File: config.mk
export PLATFORM = sky130hd
export DESIGN_NAME = uart_tx_frame
export DESIGN_NICKNAME = d
export VERILOG_FILES = /design/src/rtl/uart_pkg.sv /design/src/rtl/uart_baud_tick.sv /design/src/rtl/uart_tx_frame.sv
export SDC_FILE = /design/constraint.sdc
export NUM_CORES = 1
export LEC_CHECK = 0
export ABC_AREA = 1
export CORE_MARGIN = 4
export CORE_UTILIZATION = 40
export DETAILED_ROUTE_END_ITERATION = 8
export GPL_ROUTABILITY_DRIVEN = 0
export PLACE_DENSITY = 0.7
export SYNTH_ARGS = -nofsm -noshare
export SYNTH_HDL_FRONTEND = slang
export SYNTH_SLANG_ARGS = --single-unit
File: constraint.sdc
create_clock -name clock -period 2.8 [get_ports clock]
set_clock_uncertainty 0.1 [all_clocks]
set_input_delay 0.7 -clock clock [delete_from_list [all_inputs] [get_ports clock]]
set_output_delay 0.7 -clock clock [all_outputs]
set_load 0.005 [all_outputs]
File: src/rtl/uart_pkg.sv
// Shared UART definitions: frame state encoding and default baud divisor.
// The encoding is also meant for the matching receiver.
package uart_pkg;

  localparam int CLKS_PER_BIT_115200 = 434;

  typedef enum logic [2:0] {
    IDLE,
    START,
    DATA,
    PARITY,
    STOP
  } uart_state_e;

endpackage

File: src/rtl/uart_baud_tick.sv
// Bit-period timer: counts 0..CLKS_PER_BIT-1 and flags the last two cycles of
// each bit period. clear restarts the period so a new frame is phase-aligned.
module uart_baud_tick
  import uart_pkg::*;
#(
  parameter int CLKS_PER_BIT = CLKS_PER_BIT_115200
) (
  input  logic clock,
  input  logic reset,
  input  logic clear,
  output logic bit_end,
  output logic bit_pre_end
);

  localparam int CNT_W = $clog2(CLKS_PER_BIT);
  localparam logic [CNT_W-1:0] CNT_LAST = CNT_W'(CLKS_PER_BIT - 1);
  localparam logic [CNT_W-1:0] CNT_PRE  = CNT_W'(CLKS_PER_BIT - 2);

  logic [CNT_W-1:0] r_cnt;

  always_ff @(posedge clock) begin
    if (reset || clear) begin
      r_cnt <= '0;
    end else if (r_cnt == CNT_LAST) begin
      r_cnt <= '0;
    end else begin
      r_cnt <= r_cnt + 1'b1;
    end
  end

  assign bit_end     = (r_cnt == CNT_LAST);
  assign bit_pre_end = (r_cnt == CNT_PRE);

endmodule

File: src/rtl/uart_tx_frame.sv
// Parametrised RS232 frame transmitter (start, DATA_BITS LSB-first, stop bits).
// Define UART_TX_PARITY_EN to add the parity_odd port and a parity bit.
module uart_tx_frame
  import uart_pkg::*;
#(
  parameter int DATA_BITS    = 8,
  parameter int CLKS_PER_BIT = CLKS_PER_BIT_115200,
  parameter int STOP_BITS    = 1
) (
  input  logic                 clock,
  input  logic                 reset,
  input  logic [DATA_BITS-1:0] tx_data,
  input  logic                 tx_valid,
  output logic                 tx_ready,
`ifdef UART_TX_PARITY_EN
  input  logic                 parity_odd,
`endif
  output logic                 active,
  output logic                 done,
  output logic                 tx
);

  localparam int IDX_W = $clog2(DATA_BITS);
  localparam logic [IDX_W-1:0] IDX_LAST  = IDX_W'(DATA_BITS - 1);
  localparam logic             STOP_LAST = 1'(STOP_BITS - 1);

  uart_state_e          r_state;
  logic [DATA_BITS-1:0] r_shift;
  logic [IDX_W-1:0]     r_idx;
  logic                 r_stop_cnt;
  logic                 w_accept;
  logic                 w_bit_end;
  logic                 w_bit_pre_end;
  logic [IDX_W-1:0]     w_idx_nxt;

  assign w_accept  = tx_valid && tx_ready;
  assign w_idx_nxt = r_idx + 1'b1;

  uart_baud_tick #(
    .CLKS_PER_BIT(CLKS_PER_BIT)
  ) u_baud (
    .clock      (clock),
    .reset      (reset),
    .clear      (w_accept),
    .bit_end    (w_bit_end),
    .bit_pre_end(w_bit_pre_end)
  );

`ifdef UART_TX_PARITY_EN
  logic r_par_odd;
  logic w_parity;
  assign w_parity = (^r_shift) ^ r_par_odd;

  always_ff @(posedge clock) begin
    if (w_accept) r_par_odd <= parity_odd;
  end
`endif

  // Word is captured only at acceptance; later bus changes cannot disturb the frame.
  always_ff @(posedge clock) begin
    if (w_accept) r_shift <= tx_data;
  end

  always_ff @(posedge clock) begin
    if (reset) begin
      r_state    <= IDLE;
      r_idx      <= '0;
      r_stop_cnt <= 1'b0;
      tx         <= 1'b1;
      tx_ready   <= 1'b1;
      active     <= 1'b0;
      done       <= 1'b0;
    end else begin
      done <= 1'b0;
      case (r_state)
        IDLE: begin
          if (w_accept) begin
            r_state  <= START;
            tx       <= 1'b0;
            tx_ready <= 1'b0;
            active   <= 1'b1;
          end
        end
        START: begin
          if (w_bit_end) begin
            r_state <= DATA;
            r_idx   <= '0;
            tx      <= r_shift[0];
          end
        end
        DATA: begin
          if (w_bit_end) begin
            if (r_idx == IDX_LAST) begin
`ifdef UART_TX_PARITY_EN
              r_state <= PARITY;
              tx      <= w_parity;
`else
              r_state    <= STOP;
              r_stop_cnt <= 1'b0;
              tx         <= 1'b1;
`endif
            end else begin
              r_idx <= w_idx_nxt;
              tx    <= r_shift[w_idx_nxt];
            end
          end
        end
`ifdef UART_TX_PARITY_EN
        PARITY: begin
          if (w_bit_end) begin
            r_state    <= STOP;
            r_stop_cnt <= 1'b0;
            tx         <= 1'b1;
          end
        end
`endif
        STOP: begin
          // done is registered, so it is raised one cycle early to land on the final cycle.
          if (w_bit_pre_end && (r_stop_cnt == STOP_LAST)) done <= 1'b1;
          if (w_bit_end) begin
            if (r_stop_cnt == STOP_LAST) begin
              r_state  <= IDLE;
              active   <= 1'b0;
              tx_ready <= 1'b1;
            end else begin
              r_stop_cnt <= r_stop_cnt + 1'b1;
            end
          end
        end
        default: r_state <= IDLE;
      endcase
    end
  end

endmodule

[After elaboration in Yosys (flattened, before gate mapping)]
Index checks and enable logic that the tools add are counted.
Word-level totals
  bits in registers: 28
  output and inout port bits: 4
  input port bits: 11
Cells by class
  equal/unequal tests: 13
  bitwise logic cells: 2
  reductions and logical operators: 15
  magnitude comparators: 1
  mux-type cells: 31
  $add $sub $neg: 3
Operators with widths (number)
  two-way mux 3 bit: 9
  == test 9 bit, second input constant: 2
  AND reduction 4 bit: 4
  two-way mux 1 bit: 15
  case mux 3 bit (4 select lines): 1
  adder 9 x 1 -> 9 bit, second input constant: 1
  inequality test 2 x 1 -> 1 bit, second input constant: 4
  == test 3 bit, second input constant: 2
  inequality test 2 bit, second input constant: 3
  case mux 1 bit (2 select lines): 3
  case mux 3 bit (2 select lines): 1
  AND reduction 6 bit: 1
  nonzero test 2 bit: 3
  < comparator 3 x 4 -> 1 bit, second input constant: 1
  OR reduction 2 bit: 2
  adder 3 x 1 -> 3 bit, second input constant: 1
  binary-select mux 1 bit (select 3 bit): 1
  == test 3 x 1 -> 1 bit, second input constant: 1
  == test 3 x 2 -> 1 bit, second input constant: 1
  zero test 3 bit: 1
  case mux 1 bit (3 select lines): 1
  nonzero test 3 bit: 1
  logical AND 1 bit: 2
  NOT 1 bit: 2
  other kinds (2): 2

[Depth between registers and ports, before layout]
  word-level depth: 6
  mapped depth: 10
  depth with buffers taken out: 10

[Cells and area by module]
A second synthesis with hierarchy kept.
Second synthesis, totals
  cell total of the unflattened synthesis: 170
  area, all modules: 1301.2 sq um
Modules (own cells, without submodules)
  uart_tx_frame: cells an instance 101, instances 1, area each 825.8 sq um
  uart_baud_tick: cells an instance 69, instances 1, area each 475.5 sq um

[Least setup slack after synthesis]
No wires, ideal clock.
  path type: input-to-reg
  start: input port tx_valid
  end: register tx
  cell stages on the path: 7
  arrival time: 1.450 ns
  path slack: 1.135 ns
  buffers on the path: 0
  library setup time: 0.115 ns
  data required time: 2.585 ns
  cell sequence: nand2_1 > inv_1 > nor2_1 > inv_1 > nand3_1 > a21oi_1 > nand2_1
On the way
  word-level cells in the longest chain between the ends: 3
RTL lines
  from (decl): line uart_tx_frame.sv:13  | input logic tx_valid,
  logical AND 1 bit: line uart_tx_frame.sv:36  | assign w_accept = tx_valid && tx_ready;
  net u_baud.clear: line uart_baud_tick.sv:10  | input logic clear,
  inequality test 2 x 1 -> 1 bit (no line)
  AND reduction 4 bit (no line)
  to (signal assigned): line uart_tx_frame.sv:88  | tx <= r_shift[0];
  to (signal assigned): line uart_tx_frame.sv:104  | tx <= r_shift[w_idx_nxt];
  to (decl): line uart_tx_frame.sv:20  | output logic tx
The timed path passes the listed nets, and every way through them passes these cells.
A chain may end at the register's enable or synchronous reset.

[Final worst setup path]
  start: register tx_ready
  end: output port tx_ready
RTL lines
  from (decl): line uart_tx_frame.sv:14  | output logic tx_ready,
  from (signal assigned): line uart_tx_frame.sv:70  | tx_ready <= 1'b1;
  from (signal assigned): line uart_tx_frame.sv:80  | tx_ready <= 1'b0;
  from (signal assigned): line uart_tx_frame.sv:124  | tx_ready <= 1'b1;
No word-level cell between the ends.

==> out/metrics.yaml <==
synth_warnings: 0
finalSetupTns_ns: 0
antenna_left: 0
peakVddDrop_uv: 229
layout.nets: 193
finalCritPeriodShare: 0.708
die_h_um: 65.4
fp.dieW_um: 65.4
start_kind: "register"
cp_max_fo: 3
path_class: "reg -> out"
core_um2: 3100
hold_viol_final: 0
antenna_found_initial: 0
cp-end-kind: "output port"
placed_area_um2: 1510
numClockSinks: 27
hp-class: "reg -> reg"
rsz0062_at_grt: "false"
period_minus_slack_ns: 1.98
ctsResizeCount: 0
grt_use_met3: 0.0410
power_density_nw_per_um2: 609
use_met2: 0.226
viasPerCell: 4.72
synth_area_leader_cell: "dfxtp_1"
tightestPinTransition_ns: 0.358
grt_pass1_vias: 1009
route.detailed.drc: 0
dp_hpwl_um: 1850
htreeDepth: 1
firstDrtPassIters: 4
slowest_delay_ns: 0.50
syn_inst: 158
synthTopCellsByArea: "dfxtp_1 29%, edfxtp_1 18%, nand2_1 8.8%, nor2_1 6.6%, inv_1 5.7%"
clockBufferDepth: 2
grt.busiest_layer: "met2"
cp_cell_sequence: "clkdlybuf4s50_1"
maxSlewViolCount: 0
syn_to_final_growth_pct: 16.8
cp.arrival_ns: 1.18
ctsHoldBuffers: 0
synth_top_area_frac: 0.289
cp_data_required_time_ns: 2.00
cpLargestDelayFamily: "buffers and inverters"
syn_area_per_cell_um2: 8.34
grt_start_max_net_pins: 15
max_slew_margin: 0.761
drt-total-wl_um: 2290
tritoncts: "yes"
diodes: 0
ios: 15
dpl_worst_slack_ns: 0.506
clockRootBuffer: "clkbuf_4"
met1_usage: 0.123
cpMaxStageDelayCell: "clkdlybuf4s50_1"
leakage_nw: 0.623
status: "finished, final reports clean"
timing.critical_path.buf_inv: 1
cts_buffers: 3
synthesis.nets: 174
vias: 1038
io_buffers: 14
clock_latency_ns: 0.32
power_mw: 0.937
finalSetupViolCount: 0
syn_area_um2: 1320
layout_setup_ws_ns: 0.816
grt_use_total: 0.118
die_area_um2: 4280
grt_remaining_overflow: 0
clkTransAtPathRegs_ns: 0.13
maxCapViolations: 0
cts_setup_buffers: 0
ys_types: 24
synth_seq_cells: 27
routedWlPerCell_um: 10.4
row_count: 20
finalInstanceArea_um2: 1540
grt_pass1_wl_um: 3960
initial_utilization: 0.425
drive_gt1_frac: 0.119
max_freq_ghz: 0.504
yosysSeqAreaShare: 0.471
drt-initial-drc-count: 42
[synthesized netlist by cell type]
| cell | count |
|---|---|
| dfxtp_1 | 19 |
| edfxtp_1 | 8 |
| nand2_4 | 2 |
| nand3_2 | 2 |
| nor2_2 | 2 |
| nand4_1 | 2 |
| nor2_4 | 3 |
| ha_1 | 5 |
| nand2_2 | 1 |
| nor2_1 | 23 |
| inv_1 | 20 |
| nand3_4 | 1 |
| nand3_1 | 13 |
| o21ai_0 | 5 |
| nor3_1 | 2 |
| nor3b_1 | 2 |
| nand2_1 | 31 |
| o21bai_1 | 1 |
| a21oi_1 | 5 |
| xor2_1 | 3 |
| a21oi_2 | 2 |
| inv_2 | 3 |
| nor3_2 | 2 |
| xnor2_1 | 1 |
[through the flow]
stage | std cells | util | hold slack [ns]
2_1_floorplan | 158 | - | 0.345
3_3_place_gp | 216 | 0.488 | 0.356
3_5_place_dp | 216 | 0.488 | 0.361
4_1_cts | 220 | 0.496 | 0.380
5_1_grt | 220 | 0.496 | 0.402
6_report | 220 | 0.496 | 0.375
[logic make-up after synthesis]
group / after synthesis / synth area share
and+or+nand+nor: 86 / 0.332
DFF: 27 / 0.471
buffers and inverters: 23 / 0.0655
AOI/OAI and AO/OA: 13 / 0.0570
adders and majority gates: 5 / 0.0475
xor gates and xnor gates: 4 / 0.0266
[routing by layer]
layer  routed length, um  vias up
met1                 932      484
met4                  19        0
met2                1250       13
met5                   0        -
li1                    -      539
met3                  80        2
[final timing paths]
kind	startpoint	to	slack, ns	cells after the start
worst min-delay path	active$_SDFFE_PP0P_	active$_SDFFE_PP0P_	0.38	2
worst max register to register	r_idx[0]$_SDFFE_PP0P_	tx$_SDFFE_PP1P_	1.19	10
worst max-delay path	tx_ready$_SDFFE_PP1P_	tx_ready	0.82	1
worst min register to register	active$_SDFFE_PP0P_	active$_SDFFE_PP0P_	0.38	2
[state kept, by name, indices dropped and copies added (netlist names)]
| signal | cells |
|---|---|
| active | 1 |
| tx_ready | 1 |
| done | 1 |
| u_baud.r_cnt | 9 |
| r_shift | 8 |
| tx | 1 |
| r_idx | 3 |
| r_state | 3 |
[power by group]
group | internal (mW) | total [mW] | switching (mW)
sequential | 0.454 | 0.485 | 0.0304
combinational | 0.119 | 0.287 | 0.168
clock | 0.0558 | 0.165 | 0.109
[worst reg2reg max path: cells and delay by family, from the launching register on]
kind / cells / cell delay (ns)
AND/OR/NAND/NOR: 6 / 0.35
buffers and inverters: 2 / 0.15
flip-flops: 1 / 0.40
adder cells (fa/ha/maj): 2 / 0.54
[layout by cell type (no fill, tap or decap), types with 5 or more instances in the layout]
cell type and count:
inv_1 20, ha_1 5, a21oi_1 5, clkdlybuf4s50_1 14
nor2_1 23, nand2_1 31, nand3_1 13, o21ai_0 5
edfxtp_1 8, dfxtp_1 19
[final cells by class]
| cell class | count | area [um^2] |
|---|---|---|
| fill | 317 | 1560 |
| multi-input combinational | 108 | 611 |
| sequential | 27 | 621 |
| timing repair buffer | 14 | 140 |
| clock buffer | 4 | 26.3 |
| tap | 44 | 55.1 |
| inverter | 23 | 86.3 |
(Power assumes the default switching activity.)
